### config.mk
export PLATFORM = sky130hd
export DESIGN_NAME = robs_control_unit
export DESIGN_NICKNAME = d
export VERILOG_FILES = /design/src/rtl/robs_control_unit.sv
export SDC_FILE = /design/constraint.sdc
export NUM_CORES = 1
export LEC_CHECK = 0
export CORE_UTILIZATION = 45
export DETAILED_ROUTE_END_ITERATION = 8
export PLACE_DENSITY_LB_ADDON = 0.25
export RECOVER_POWER = 50
export SYNTH_ARGS = -nofsm -noshare
export SYNTH_HDL_FRONTEND = slang
export SYNTH_SLANG_ARGS = --single-unit
### constraint.sdc
create_clock -name clk -period 1.7 [get_ports clk]
set_input_delay 0.34 -clock clk [delete_from_list [all_inputs] [get_ports clk]]
set_output_delay 0.34 -clock clk [all_outputs]
set_load 0.05 [all_outputs]
### src/rtl/robs_control_unit.sv
// Sequencing FSM for the signed Robertson multiplier datapath: issues the
// 15-bit control word per state and tracks iterations to pick the final subtract.
module robs_control_unit #(
    parameter int WIDTH = 8
) (
    input  logic        clk,
    input  logic        reset,
    input  logic        start,
    input  logic        zr,
    input  logic        zq,
    output logic [14:0] c,
    output logic        busy,
    output logic        done,
    output logic        err
);
    localparam int STEP_W = $clog2(WIDTH) + 1;
    localparam logic [STEP_W-1:0] LAST_STEP = STEP_W'(WIDTH - 1);
    localparam logic [STEP_W-1:0] MAX_STEP  = STEP_W'(WIDTH);

    // Control word bit positions
    localparam int C_LOAD_Y    = 0;
    localparam int C_CNT_LOAD  = 1;
    localparam int C_CLR_A     = 2;
    localparam int C_LOAD_X    = 3;
    localparam int C_RH_MUX_LO = 4;
    localparam int C_RH_MUX_HI = 5;
    localparam int C_RL_MUX    = 6;
    localparam int C_X_MUX     = 7;
    localparam int C_LOAD_RH   = 8;
    localparam int C_LOAD_RL   = 9;
    localparam int C_ADD_SUB   = 10;
    localparam int C_SR_SHIFT  = 11;
    localparam int C_SR_LOAD   = 12;
    localparam int C_CNT_DEC   = 13;
    localparam int C_LOAD_A    = 14;

    typedef enum logic [3:0] {
        S_IDLE, S_LOAD, S_XFER, S_TEST, S_ADD, S_ADD_WB,
        S_SHIFT_LD, S_SHIFT, S_SHIFT_WB, S_CHECK, S_FINAL, S_DONE
    } state_t;

    state_t            state_q, state_d;
    logic [STEP_W-1:0] step_q, step_d;
    logic              err_q, err_d;
    logic              add_not_sub;

    // The last iteration weights the sign bit, so it subtracts instead of adds.
    assign add_not_sub = (step_q != LAST_STEP);
    assign err         = err_q;

    // NOTE: registers use non-blocking assignments so every flop samples pre-edge values.
    always_ff @(posedge clk) begin
        if (!reset) begin
            state_q <= S_IDLE;
            step_q  <= '0;
            err_q   <= 1'b0;
        end else begin
            state_q <= state_d;
            step_q  <= step_d;
            err_q   <= err_d;
        end
    end

    // NOTE: every output gets a default first so no path through the case infers a latch.
    always_comb begin
        state_d = state_q;
        step_d  = step_q;
        err_d   = err_q;
        c       = '0;
        busy    = 1'b1;
        done    = 1'b0;
        case (state_q)
            S_IDLE: begin
                busy = 1'b0;
                if (start) begin
                    state_d = S_LOAD;
                    step_d  = '0;
                    err_d   = 1'b0;
                end
            end
            S_LOAD: begin
                c[C_LOAD_Y]   = 1'b1;
                c[C_CNT_LOAD] = 1'b1;
                c[C_CLR_A]    = 1'b1;
                c[C_LOAD_X]   = 1'b1;
                state_d       = S_XFER;
            end
            S_XFER: begin
                c[C_LOAD_RH] = 1'b1;
                c[C_LOAD_RL] = 1'b1;
                state_d      = S_TEST;
            end
            S_TEST: state_d = zr ? S_SHIFT_LD : S_ADD;
            S_ADD: begin
                c[C_ADD_SUB] = add_not_sub;
                state_d      = S_ADD_WB;
            end
            S_ADD_WB: begin
                c[C_ADD_SUB]   = add_not_sub;
                c[C_LOAD_RH]   = 1'b1;
                c[C_RH_MUX_HI] = 1'b1;
                state_d        = S_SHIFT_LD;
            end
            S_SHIFT_LD: begin
                c[C_SR_LOAD] = 1'b1;
                state_d      = S_SHIFT;
            end
            S_SHIFT: begin
                c[C_SR_SHIFT] = 1'b1;
                state_d       = S_SHIFT_WB;
            end
            S_SHIFT_WB: begin
                c[C_LOAD_RH]   = 1'b1;
                c[C_LOAD_RL]   = 1'b1;
                c[C_RH_MUX_LO] = 1'b1;
                c[C_RL_MUX]    = 1'b1;
                c[C_CNT_DEC]   = 1'b1;
                if (step_q != MAX_STEP) step_d = step_q + 1'b1;
                state_d        = S_CHECK;
            end
            S_CHECK: begin
                // A terminal count wins even when the iteration limit is reached.
                if (zq) begin
                    state_d = S_FINAL;
                end else if (step_q == MAX_STEP) begin
                    err_d   = 1'b1;
                    state_d = S_FINAL;
                end else begin
                    state_d = S_TEST;
                end
            end
            S_FINAL: begin
                c[C_LOAD_A] = 1'b1;
                c[C_LOAD_X] = 1'b1;
                c[C_X_MUX]  = 1'b1;
                state_d     = S_DONE;
            end
            S_DONE: begin
                done    = 1'b1;
                state_d = S_IDLE;
            end
            default: state_d = S_IDLE;
        endcase
    end
endmodule

==> results of run 1 <==
[timing repair]
action / CTS
pin swaps: 5
endpoints found under the setup margin: 19
buffers inserted: 12
resized for setup: 21
[logic make-up after synthesis]
group,Yosys count,share of synthesized area
and+or+nand+nor,38,0.3012
AOI/OAI and AO/OA,24,0.2363
buffers and inverters,20,0.1381
DFF,9,0.2396
muxes,3,0.03994
adders and majority gates,2,0.03327
xor gates and xnor gates,1,0.01165
[per-stage QoR]
step / hold slack [ns] / TNS, ns / util / setup WS [ns]
floorplan: 0.4599 / -1.008 / - / -0.2348
global placement: 0.4796 / 0 / 0.8360 / 0.01682
detailed placement: 0.5114 / -0.06480 / 0.8360 / -0.05257
CTS: 0.5203 / -0.2810 / 0.9513 / -0.06623
[Yosys cell counts (2+ instances only)]
| library cell | number |
|---|---|
| inv_1 | 7 |
| nor3_1 | 4 |
| and3b_1 | 2 |
| buf_4 | 5 |
| nor2b_1 | 2 |
| a2111oi_0 | 2 |
| buf_2 | 2 |
| dfxtp_1 | 9 |
| a21oi_1 | 4 |
| a31oi_1 | 2 |
| nor2_1 | 5 |
| mux2i_1 | 3 |
| nand3_1 | 2 |
| ha_1 | 2 |
| o21ai_0 | 3 |
| nand2_1 | 5 |
| or2_2 | 2 |
| clkbuf_1 | 5 |
| or3_1 | 4 |
| o211ai_1 | 5 |
| nand2b_1 | 5 |
==> metrics.md, run 1 <==
| Metric | Value |
|---|---|
| Total nets after synthesis | `about 100` |
| Fraction of synthesized cell area taken by the top area cell type | `0.2396` |
| Last reported worst endpoint of the global-route repair pass | `c[8]` |
| Outcome | `aborted with a tool error` |
| Synthesized area | `752.0 sq um` |
| Initial Utilization | `0.4878` |
| Inst Count DP | `139` |
| Async set-reset flop share out of synthesis | `0` |
| Most area-hungry cell type in the Yosys netlist | `dfxtp_1` |
| Warning count from the yosys run | `0` |
| Distinct cell type count of the synthesized netlist | `38` |
| Post-DP Area | `0.001289 sq mm` |
| Width of the chip | `roughly 43 microns` |
| Global placement routability congestion | `between 0.8 and 0.9` |
| Clock Tree Root | `clkbuf_4` |
| Htree depth | `1` |
| Count of mapped cells out of synthesis | `97` |
| Clk buf depth | `2` |
| Hold bufs inserted after CTS | `0` |
| Share of the yosys chip area belonging to registers | `0.2396` |
| Failing step | `global routing` |
| Port-buffer cells | `22` |
| Number of synthesized flops with an enable pin | `0` |
| Floorplan row count | `14` |
| Worst endpoint kind after the last repair | `primary output` |
| HPWL Detailed | `around 1800 microns` |
| Post-synthesis register bit count | `9` |
| Num ports | `23` |
| Synth top area cells | `dfxtp_1 (24%), buf_4 (5.0%), o211ai_1 (5.0%)` |
| Vertical die dimension | `42.88 microns` |
| Maximum number of pins on one net before global-route repair | `10` |
| Run-stopping error | `[ERROR DPL-0038] Utilization greater than 100%, impossible to legalize` |
| Number of sinks driven by the clock tree | `9` |
| Mean post-synth cell area | `7.752 sq um` |
| Clock buffers created by TritonCTS | `3` |
| Most used DFF post-synth | `dfxtp_1` |
==> run 2: changes to the inputs <==
--- a/config.mk
+++ b/config.mk
@@ -5,9 +5,10 @@
 export SDC_FILE = /design/constraint.sdc
 export NUM_CORES = 1
 export LEC_CHECK = 0
-export CORE_UTILIZATION = 45
+export CORE_AREA = 2 2 63 65
 export DETAILED_ROUTE_END_ITERATION = 8
-export PLACE_DENSITY_LB_ADDON = 0.25
+export DIE_AREA = 0 0 65 67
+export PLACE_DENSITY_LB_ADDON = 0.15
 export RECOVER_POWER = 50
 export SYNTH_ARGS = -nofsm -noshare
 export SYNTH_HDL_FRONTEND = slang
==> run 2 against run 1 <==
Effect of this change:
- the flow now finishes, with violations (negative setup slack)
- synthesized cell count unchanged
- synthesized area unchanged
==> metrics.md, run 2 <==
| Metric | Value |
|---|---|
| Antenna diode instance count | `0` |
| Synth top area cells | `dfxtp_1 (24%), buf_4 (5.0%), o211ai_1 (5.0%)` |
| Slowest stage delay, CP | `0.39 ns` |
| Count of nets left with antenna violations after detail routing | `0` |
| Share of the yosys chip area belonging to registers | `0.2396` |
| Crit share post-route | `1.003` |
| Worst hold path startpoint | `step_q[1]` |
| Path type of the worst setup path | `register to output pin` |
| Max-cap violations | `0` |
| Setup repair after global routing missed its margin | `yes` |
| Post-Route WL | `2410 microns` |
| Vias after detailed routing | `roughly 880` |
| Critical path's slowest cell | `dfxtp_4` |
| R2r setup slk | `0.07 ns` |
| Hold bufs inserted after CTS | `0` |
| Full die area | `between 0.004 and 0.005 sq mm` |
| Num ports | `23` |
| Post-synth top cells | `dfxtp_1 (9), inv_1 (7)` |
| HPWL Detailed | `1712 microns` |
| Warning count from the yosys run | `0` |
| Reg-to-Reg End | `state_q[1]` |
| Max-Slew Margin vs Limit | `0.6082` |
| FILL cells | `349` |
| Synthesized area | `752.0 sq um` |
| Clock Tree Root | `clkbuf_8` |
| Wire length of the first global-routing pass | `approximately 4000 microns` |
| Worst Hold Endpoint | `step_q[1]` |
| Number of synthesized flops with an enable pin | `0` |
| PnR worst setup slack | `-0.004794 ns` |
| TritonCTS clock tree | `yes` |
| Count of mapped cells out of synthesis | `97` |
| Commonest non-fill, non-tap cell in the layout | `buf_4` |
| Final setup skew | `0.002141 ns` |
| Most area-hungry cell type in the Yosys netlist | `dfxtp_1` |
| Startpoint of the worst-slack reg-to-reg timing path | `state_q[2]` |
| Mean post-synth cell area | `7.752 sq um` |
| Post-DP Area | `0.001329 sq mm` |
| Vias in the first global route | `approximately 900` |
| Maximum number of pins on one net before global-route repair | `13` |
| Count of routing violations after the opening detailed-route iteration | `11` |
| Latest clock arrival within the worst-skew pair | `0.23 ns` |
| Power density over the cells | `573.2 mW/mm^2` |
| # setup viols final | `2` |
| Overall global routing resource usage | `0.1174` |
| Proportion of layout cells with a drive suffix above 1 | `0.5793` |
| Routed via count divided by cell count | `4.565` |
| Transition time at the pin with the least slew margin | `around 0.6 ns` |
| Total count of hold-check failures in the final report | `0` |
| Most used cells in the layout excluding fill and tap cells | `buf_4 (24), buf_12 (17), buf_6 (9)` |
| CP top delay family | `buffers and inverters` |
| Global placement routability congestion | `0.7692` |
| Total nets after synthesis | `104` |
| Post-synthesis register bit count | `9` |
| Initial antenna violation count | `0` |
| Clock transition at the registers of the reported paths | `0.05 ns` |
| Number of sinks driven by the clock tree | `9` |
| Distinct cell type count of the synthesized netlist | `38` |
| Peak VDD IR | `0.4614 mV` |
| Required time at the worst-slack endpoint | `between 1 and 1.5 ns` |
| Min-Delay Path Class | `register to register` |
| Initial Utilization | `0.2085` |
| Failing checks | `negative setup slack` |
| Clock buffers created by TritonCTS | `3` |
| Count of cells along the worst hold path | `2` |
| Fraction of synthesized cell area taken by the top area cell type | `0.2396` |
| Largest driver fanout on the critical path | `6` |
| Cells along the critical path | `buf_6 > buf_4 > nand2b_4 > or2_4 > inv_4 > buf_12` |
| Most repeated cell in the gate-level netlist after synthesis | `dfxtp_1` |
| Finished layout cell area | `~0.0017 sq mm` |
| Port-buffer cells | `22` |
| Clk buf depth | `2` |
| Min Tclk post-route | `1.705 ns` |
| Final net count | `between 150 and 200` |
| Inst Count DP | `171` |
| Number of max-slew violations in the final report | `0` |
| Vertical die dimension | `67 microns` |
| Number of remaining DRC errors | `0` |
| Highest clock frequency the design can meet | `0.5866 GHz` |
| Worst setup EP type | `output pin` |
| Outcome | `finished with violations` |
| Floorplan row count | `22` |
| Non-filler cells in the finished layout | `193` |
| Most used DFF post-synth | `dfxtp_1` |
| Width of the chip | `65 microns` |
| Leakage power total | `around 0.66 nW` |
| Number of buffer and inverter instances along the worst setup path | `4` |
| Average wire per standard cell | `12.49 microns` |
| Async set-reset flop share out of synthesis | `0` |
| Gr ovfl total | `0` |
| Reg2Reg Depth | `4` |
| Signed area change from the synthesized netlist to the final layout | `119.6%` |
| Pre-antenna DRT Iters | `4` |
| Data arrival, critical path | `between 1 and 1.5 ns` |
| Htree depth | `1` |
| Core Box Area | `0.003606 sq mm` |
| Kind of start point of the critical path | `register` |
## run 2: layout make-up
cell class	count	area, sq um	area share
clock buffer	4	45.04	0.02727
inverter	7	28.78	0.01742
timing repair buffer	57	695.7	0.4212
sequential	9	190.2	0.1152
multi-input combinational	68	631.9	0.3826
tap	48	60.06	0.03636
## run 2: how the worst max path moves through the flow
stage | depth (start not counted) | slack (ns) | from | endpoint
after CTS | 4 | -0.03 | state_q[1] | c[8]
after global placement | 4 | 0.02 | start | err
after global routing | 4 | -0.08 | state_q[1] | c[8]
after detailed placement | 4 | -0.02 | start | err
final | 6 | -0.005 | state_q[1] | c[11]
after floorplan | 3 | -0.23 | state_q[1] | c[8]
## run 2: tightest hold or removal path: stages (launching register included)
cell and delay, ns:
dfxtp_1 0.33, nand2_1 0.07, mux2i_1 0.06
## run 2: through the flow
stage	setup slack (ns)	power, mW	hold slack, ns	TNS (ns)	utilization
finish	-0.004794	0.9467	0.5027	-0.008800	0.4580
global route	-0.07862	0.9956	0.5395	-0.4108	0.4580
CTS	-0.03397	0.9251	0.5088	-0.1366	0.4330
detailed placement	-0.02422	0.6099	0.5004	-0.02422	0.3685
global placement	0.02407	0.6063	0.4854	0	0.3685
floorplan	-0.2348	0.4789	0.4599	-1.008	-
## run 2: routing by layer
layer / track usage / part of all wire / up-vias
met3: 0.03547 / 0.053 / 0
met4: 0.01596 / 0 / 0
met5: 0 / 0 / -
met2: 0.2255 / 0.53 / 20
li1: - / - / 442
met1: 0.1287 / 0.41 / 419
## run 2: report_power, final
group | switching (mW) | internal [mW] | total (mW)
Clock | 0.0852 | 0.163 | 0.249
Combinational | 0.227 | 0.230 | 0.457
Sequential | 0.0179 | 0.223 | 0.241
Total | 0.330 | 0.617 | 0.947
## run 2: logic make-up (layout without fill, tap and decap cells)
family,Yosys count,in the layout,synth area share
compound gates,24,24,0.2363
xor+xnor,1,1,0.01165
fa+ha+maj,2,2,0.03327
buf+inv,20,68,0.1381
flops,9,9,0.2396
mux,3,3,0.03994
simple gates,38,38,0.3012
## run 2: what timing repair did
| item | CTS | global route |
|---|---|---|
| pin swaps | 6 | 7 |
| setup buffers | 12 | 6 |
| resized for setup | 26 | 14 |
| setup endpoints to repair | 16 | 14 |
| endpoints found under the hold margin | 0 | 0 |
(Power assumes the default switching activity.)
==> run 3: changes to the inputs <==
--- a/config.mk
+++ b/config.mk
@@ -5,9 +5,9 @@
 export SDC_FILE = /design/constraint.sdc
 export NUM_CORES = 1
 export LEC_CHECK = 0
-export CORE_AREA = 2 2 63 65
+export CORE_AREA = 4 4 65 67
 export DETAILED_ROUTE_END_ITERATION = 8
-export DIE_AREA = 0 0 65 67
+export DIE_AREA = 0 0 69 71
 export PLACE_DENSITY_LB_ADDON = 0.15
 export RECOVER_POWER = 50
 export SYNTH_ARGS = -nofsm -noshare
==> run 3 against run 2 <==
Effect of this change:
- the flow still finishes with violations (negative setup slack)
- global-route usage down 1.1 points
- maximum frequency down 1.1%
- non-clock buffer count down 3
- clock power about the same
- utilization down 0.45 points
- critical path type unchanged
- highest routed layer unchanged
==> metrics.md, run 3 (same netlist as run 2, synthesis figures left out) <==
| Metric | Value |
|---|---|
| Outcome | `finished with violations` |
| Failing checks | `negative setup slack` |
| Setup repair after global routing missed its margin | `yes` |
| Worst hold path startpoint | `step_q[1]` |
| Critical path's slowest cell | `dfxtp_4` |
| Htree depth | `1` |
| Count of routing violations after the opening detailed-route iteration | `16` |
| Commonest non-fill, non-tap cell in the layout | `buf_4` |
| Power density over the cells | `585.3 mW/mm^2` |
| Initial Utilization | `0.2070` |
| Vias in the first global route | `916` |
| Floorplan row count | `22` |
| Cells along the critical path | `buf_4 > nor4b_4 > o21bai_4 > buf_12` |
| # setup viols final | `9` |
| Wire length of the first global-routing pass | `4416 microns` |
| Width of the chip | `about 69 microns` |
| Number of sinks driven by the clock tree | `9` |
| Total count of hold-check failures in the final report | `0` |
| Antenna diode instance count | `0` |
| Gr ovfl total | `0` |
| Num ports | `23` |
| Min-Delay Path Class | `register to register` |
| Vias after detailed routing | `875` |
| Full die area | `0.004899 sq mm` |
| Inst Count DP | `around 170` |
| Final net count | `150` |
| Min Tclk post-route | `1.725 ns` |
| Crit path launch | `state_q[1]` |
| Critical Path Sink | `c[8]` |
| Transition time at the pin with the least slew margin | `0.5944 ns` |
| PnR worst setup slack | `-0.02459 ns` |
| Number of remaining DRC errors | `0` |
| R2r setup slk | `-0.01 ns` |
| Startpoint of the worst-slack reg-to-reg timing path | `state_q[0]` |
| Global placement routability congestion | `0.7779` |
| Clock Tree Root | `clkbuf_8` |
| Worst setup EP type | `output pin` |
| Most used cells in the layout excluding fill and tap cells | `buf_4 (23), buf_12 (17), inv_1 (6), buf_6 (6)` |
| Non-filler cells in the finished layout | `190` |
| Crit share post-route | `1.014` |
| Highest clock frequency the design can meet | `0.5798 GHz` |
| Clk buf depth | `2` |
| Max-Slew Margin vs Limit | `0.6054` |
| Signed area change from the synthesized netlist to the final layout | `119.1%` |
| Average wire per standard cell | `13.31 microns` |
| Proportion of layout cells with a drive suffix above 1 | `0.5704` |
| Initial antenna violation count | `0` |
| Largest driver fanout on the critical path | `6` |
| Path type of the worst setup path | `register to output pin` |
| Number of buffer and inverter instances along the worst setup path | `2` |
| Area taken by flip-flops and latches | `about 200 sq um` |
| CP top delay family | `flip-flops` |
| HPWL Detailed | `1771 microns` |
| Stages on the worst setup path | `4` |
| Area of the multi-input gates | `631.9 sq um` |
| Kind of start point of the critical path | `register` |
| Count of nets left with antenna violations after detail routing | `0` |
| Required time at the worst-slack endpoint | `1.36 ns` |
| Core Box Area | `0.003633 sq mm` |
| Clock transition at the registers of the reported paths | `~0.05 ns` |
| Maximum number of pins on one net before global-route repair | `21` |
| Overall global routing resource usage | `0.1067` |
| Port-buffer cells | `22` |
| Latest clock arrival within the worst-skew pair | `0.23 ns` |
| Clock buffers created by TritonCTS | `3` |
| Data arrival, critical path | `around 1.4 ns` |
| Leakage power total | `0.6317 nW` |
| Reg-to-Reg End | `step_q[3]` |
| Reg2Reg Depth | `5` |
| Number of max-slew violations in the final report | `0` |
| Worst-case setup slack after placement | `-0.03929 ns` |
| TritonCTS clock tree | `yes` |
| Vertical die dimension | `71 microns` |
| Routed via count divided by cell count | `4.605` |
| Hold bufs inserted after CTS | `0` |
| Pre-antenna DRT Iters | `4` |
| FILL cells | `365` |
| Final setup skew | `0.003446 ns` |
| Slowest stage delay, CP | `0.36 ns` |
| Peak VDD IR | `0.4653 mV` |
| Max-cap violations | `0` |
| Post-Route WL | `2529 microns` |
## run 3: cell types whose count changed in the layout (fill, tap and decap cells not counted), sizes merged
cell / change
clkbuf: +2
buf: -5
## run 3: worst min-delay path, stage by stage, from the launching register on
cell     delay, ns
dfxtp_1       0.33
nand2_1       0.06
mux2i_1       0.05
## run 3: power breakdown
| group | leakage, nW | switching, mW | internal (mW) |
|---|---|---|---|
| Combinational | 0.533 | 0.233 | 0.242 |
| Sequential | 0.0762 | 0.0183 | 0.222 |
| Clock | 0.0228 | 0.0855 | 0.164 |
## run 3: worst min path at each step
| stage | end | slack, ns | cells after the start |
|---|---|---|---|
| floorplan | step_q[1] | 0.46 | 2 |
| global placement | step_q[1] | 0.48 | 2 |
| detailed placement | step_q[1] | 0.50 | 2 |
| CTS | step_q[1] | 0.50 | 2 |
| global route | step_q[1] | 0.53 | 2 |
| finish | step_q[1] | 0.50 | 2 |
## run 3: per-stage QoR
stage | hold slack, ns | power, mW | util | cell area [sq um] | setup TNS, ns
2_1_floorplan | 0.4599 | 0.4789 | - | 892.1 | -1.008
3_3_place_gp | 0.4786 | 0.6088 | 0.3698 | 1344 | 0
3_5_place_dp | 0.4978 | 0.6141 | 0.3698 | 1344 | -0.03929
4_1_cts | 0.5041 | 0.9257 | 0.4222 | 1534 | -0.2710
5_1_grt | 0.5270 | 1.021 | 0.4535 | 1648 | -0.6992
6_report | 0.4984 | 0.9645 | 0.4535 | 1648 | -0.1003
## run 3: final cells by class
class	instances	share of cell area
timing repair buffer	54	0.4184
multi-input combinational	68	0.3834
sequential	9	0.1185
tap	48	0.03645
clock buffer	4	0.02733
inverter	7	0.01595
## run 3: timing repair
action | CTS | global route
hold endpoints to repair | 0 | 0
resized for setup | 22 | 10
pin swaps | 7 | 5
endpoints found under the setup margin | 15 | 20
gates cloned | 0 | 2
buffers inserted | 9 | 2
## run 3: per-layer routing
layer  vias to the layer above  global-route usage  wire length (microns)
li1                        439                   -                      -
met1                       413              0.1368                   1169
met2                        23              0.1811                   1257
met3                         0             0.03693                    103
met4                         0            0.006508                      0
met5                         -                   0                      0
==> edit 1, RTL diff (settings of run 3) <==
Re-encode `state_t` (12 states) as Gray code, 4 bits wide.
--- a/src/rtl/robs_control_unit.sv
+++ b/src/rtl/robs_control_unit.sv
@@ -37,4 +37,4 @@
     typedef enum logic [3:0] {
-        S_IDLE, S_LOAD, S_XFER, S_TEST, S_ADD, S_ADD_WB,
-        S_SHIFT_LD, S_SHIFT, S_SHIFT_WB, S_CHECK, S_FINAL, S_DONE
+        S_IDLE = 4'b0000, S_LOAD = 4'b0001, S_XFER = 4'b0011, S_TEST = 4'b0010, S_ADD = 4'b0110, S_ADD_WB = 4'b0111,
+        S_SHIFT_LD = 4'b0101, S_SHIFT = 4'b0100, S_SHIFT_WB = 4'b1100, S_CHECK = 4'b1101, S_FINAL = 4'b1111, S_DONE = 4'b1110
     } state_t;
Check against the original RTL: same outputs for any inputs over 10 cycles, from zero or initial values and one cycle with reset low; not proved beyond that.
==> edit 1 against run 3 <==
The flow still finishes with violations (negative setup slack); global-route usage decreased by 1.7 points; sequential share of layout area rose by 3.0 points; first-iteration DRC count up 69%; critical path depth is 1 lower; wire length down 17%; worst hold slack lost 8.5 ps; sequential cell count is the same; worst setup slack lost 28 ps; power is 36% higher; final area shrank 20%; synthesized area is 14% lower; critical path type unchanged.
==> edit 1: results (changes against run 3) <==
Run status
  • Status: finished with violations
  • Failing checks: negative setup slack

Synth
  • Synth cell types: 35 (-7.9%)
  • Post-synth ARST share: 0% (unchanged)
  • Syn. warnings: 0 (unchanged)
  • Syn Nets: 92 (-12%)
  • Post-synthesis sequential area ratio: 27.8% (+3.8 points)
  • Top cells by area, synth: dfxtp_1 (28%), buf_4 (6.9%), nor3_1 (4.6%), nand2_1 (4.1%), nor2_1 (4.1%)
  • Synth top cells by count: dfxtp_1 (9), nand2_1 (7), nor2_1 (7)

CTS
  • Clock buffer depth: 2 (unchanged)
  • Clk_lat worst skew: 230 ps (about the same)
  • CTS H-tree lvls: 1 (unchanged)
  • Clock tree root buffer cell: clkbuf_8
  • CTS clock-pin slew for the worst setup and hold paths: 50 ps (about the same)
  • Clock buffer count from CTS: 3 (unchanged)

Global routing
  • Initial antenna violation count: 0 (unchanged)
  • First-pass GRT wire length: 3590 um (-19%)
  • GRT Total Usage: 8.99% (-1.7 points)
  • Largest net degree at the start of global routing: 12 (-43%)
  • Vias in the first global route: 756 (-17%)

Worst setup path
  • WP data arrival: 1410 ps (+30 ps)
  • Worst-path fanout max: 4 (-2)

Layout
  • Proportion of layout cells with a drive suffix above 1: 48.4% (-8.7 points)
  • Nets: 130 (-13%)
  • N_diodes: 0 (unchanged)

Power and ir drop
  • Leak Pwr: 0.534 nW (-16%)
  • Max VDD drop: 0.000493 V (+6.0%)

Placement
  • PortBufs: 22 (unchanged)
  • GPL Wtd Cong: 0.769 (-1.1%)
  • Detailed Place HPWL: 1610 um (-9.0%)

STA
  • Final worst setup slack: -52.3 ps (-27.7 ps)
  • Max Clock Skew: 2.27 ps (-1.17 ps)
  • Final setup violation count: 2 (-7)
  • Least-Margin Pin Slew: 623 ps (+28.6 ps)

Route
  • Vias per cell: 4.26 (-7.5%)
  • Drt pass-1 iters: 2 (-2)
  • DRT Wirelength: 2090 um (-17%)
  • Initial DRC count: 27 (+11)

Hold path
  • Worst hold path class: register to register
-- edit 1: logic make-up (layout without fill, tap and decap cells) --
family	after synthesis	in the layout	share of synthesized area (%)
buf+inv	16	53	14.3
simple gates	33	33	28.6
compound gates	24	24	24.1
flops	9	9	27.8
xor+xnor	1	1	1.35
fa+ha+maj	2	2	3.86
-- edit 1: stage by stage --
stage / std cells / TNS, ps / instance area [um2] / worst slack, ps
after detailed placement: 159 / 0 / 1160 / 23.9
after global routing: 170 / -233 / 1320 / -87.3
after floorplan: 85 / -147 / 716 / -84.9
after global placement: 159 / 0 / 1160 / 75.1
final: 170 / -81.1 / 1320 / -52.3
after CTS: 164 / -108 / 1260 / -62.3
-- edit 1: cell type report --
| type | instances | area (um2) |
|---|---|---|
| clock buffers | 4 | 45.0 |
| inverters | 7 | 31.3 |
| flip-flops and latches | 9 | 195 |
| well taps | 48 | 60.1 |
| multi-input cells | 60 | 433 |
| repair buffers | 42 | 552 |
| fillers | 393 | 2320 |
-- edit 1: worst max-delay path: stages (launching register included) --
cell	delay, ps
dfxtp_4	360
buf_6	120
or4_4	530
buf_8	170
-- edit 1: path summary, 6_finish.rpt --
| path | end | depth (start not counted) | start | slack [ps] |
|---|---|---|---|---|
| max | busy | 3 | state_q[2] | -50 |
| max reg2reg | state_q[3] | 6 | step_q[0] | 240 |
| min reg2reg | err | 2 | err | 490 |
| min | err | 2 | err | 490 |
-- edit 1: timing repair --
item	CTS	global route
buffers inserted	1	6
setup endpoints to repair	14	10
endpoints found under the hold margin	0	0
cloned	0	0
pin swaps	4	2
resized for setup	16	5
-- edit 1: routing by layer --
layer / share of wire, % / global-route usage, %
met5: 0 / 0
met4: 0.48 / 2.60
met3: 4.6 / 3.55
met2: 49 / 14.8
met1: 46 / 10.8
-- edit 1: power by group --
part / internal (mW) / switching [mW] / total, mW
registers: 0.235 / 0.0334 / 0.269
clock network: 0.163 / 0.0829 / 0.246
logic: 0.387 / 0.413 / 0.800
==> edit 2, RTL diff (config.mk and constraints of run 3) <==
Without the edit above. `WIDTH`: 8 -> 4.
--- a/src/rtl/robs_control_unit.sv
+++ b/src/rtl/robs_control_unit.sv
@@ -3,3 +3,3 @@
 module robs_control_unit #(
-    parameter int WIDTH = 8
+    parameter int WIDTH = 4
 ) (
Function: same outputs for any inputs over 10 cycles, from zero or initial values and one cycle with reset low; that may be too few to reach the edited logic, so the function may still have changed.
==> edit 2 against run 3 <==
Sequential cell count down 1; non-clock buffer count fell by 13; maximum frequency grew 1.5%; worst setup slack gained 25 ps; worst hold slack got worse by 20 ps; clock skew decreased by 2.9 ps; wire length shrank 30%; first-iteration DRC count down 38%; final area is 24% lower; synthesized area decreased by 19%; sequential power fell by 14%; power down 21%; critical path type unchanged; largest power group unchanged.
==> edit 2: results (changes against run 3) <==
Run status
  • Status: complete, no violations

Synth
  • Synth top cells by count: dfxtp_1 (8), inv_1 (8), nand2_1 (8)
  • Synth cell types: 33 (-13%)
  • Mapped Cells: 79 (-19%)

STA
  • Final setup violation count: 0 (-9)
  • Max Clock Skew: 0.498 ps (-2.95 ps)
  • Least-Margin Pin Slew: 611 ps (+16.4 ps)

Route
  • WL met2: 882 um (-30%)
  • DRT Wirelength: 1770 um (-30%)
  • Vias per cell: 4.05 (-12%)
  • Highest metal used: met4
  • Metal3 WL: 98 um (-4.9%)

Placement
  • GPL Wtd Cong: 0.752 (-3.4%)
  • Placed inst area: 1140 um2 (-15%)

Layout
  • Proportion of layout cells with a drive suffix above 1: 52.2% (-4.8 points)
  • Nets: 123 (-18%)

Worst setup path
  • Setup crit start: state_q[0]
  • WP data arrival: 1360 ps (-20 ps)
  • Top delay family on crit path: simple AND/OR/NAND/NOR gates
  • Slowest Stage Delay on Critical Path: 490 ps (+130 ps)

Hold path
  • Min-delay src: step_q[2]

Global routing
  • Met3 usage: 2.27% (-1.4 points)
  • Largest net degree at the start of global routing: 10 (-52%)
  • GRT Total Usage: 7.74% (-2.9 points)
  • M1 GR Usage: 7.49% (-6.2 points)
  • First-pass GRT wire length: 3010 um (-32%)

Power and ir drop
  • Max VDD drop: 0.000318 V (-32%)
[edit 2: timing repair]
action | CTS | global route
setup endpoints to repair | 16 | 11
buffers inserted | 4 | 1
pin swaps | 1 | 3
gates resized for setup | 14 | 5
hold buffers | 0 | 0
[edit 2: layout make-up]
class	count	area, um2	share of cell area, %
Multi-Input combinational cell	53	418	33.5
Clock buffer	3	41.3	3.31
Timing Repair Buffer	41	522	41.8
Tap cell	48	60.1	4.81
Sequential cell	8	173	13.8
Inverter	8	33.8	2.71
[edit 2: stage by stage]
step	worst slack [ps]	hold WS, ps	util (%)	TNS (ps)	total power [mW]
finish	0.744	478	34.3	0	0.766
global placement	62.9	456	31.3	0	0.498
floorplan	-199	444	-	-1030	0.387
global route	-28.4	523	34.3	-28.4	0.792
CTS	-8.82	479	34.4	-8.82	0.777
detailed placement	40.2	471	31.3	0	0.500
[edit 2: path summary, 6_finish.rpt]
check,to,slack [ps],cells after the start
max,busy,0.7,3
min,step_q[2],480,2
max reg2reg,state_q[1],70,5
min reg2reg,step_q[2],480,2
[edit 2: kinds of logic (layout without fill, tap and decap cells)]
kind of cell               after synthesis  count (layout)  share of synthesized area, %
adders and majority gates                3               3                          6.19
DFF                                      8               8                          26.4
buffers and inverters                   18              52                          16.1
xor gates and xnor gates                 2               2                          2.89
AOI/OAI and AO/OA                       14              14                          16.9
and+or+nand+nor                         34              34                          31.5
[edit 2: power by group through the flow]
| stage | registers, mW | logic [mW] | clock network, mW |
|---|---|---|---|
| global route | 0.208 | 0.335 | 0.250 |
| CTS | 0.207 | 0.321 | 0.249 |
| detailed placement | 0.210 | 0.290 | 0 |
| global placement | 0.210 | 0.288 | 0 |
| floorplan | 0.202 | 0.184 | 0 |
| finish | 0.206 | 0.318 | 0.241 |
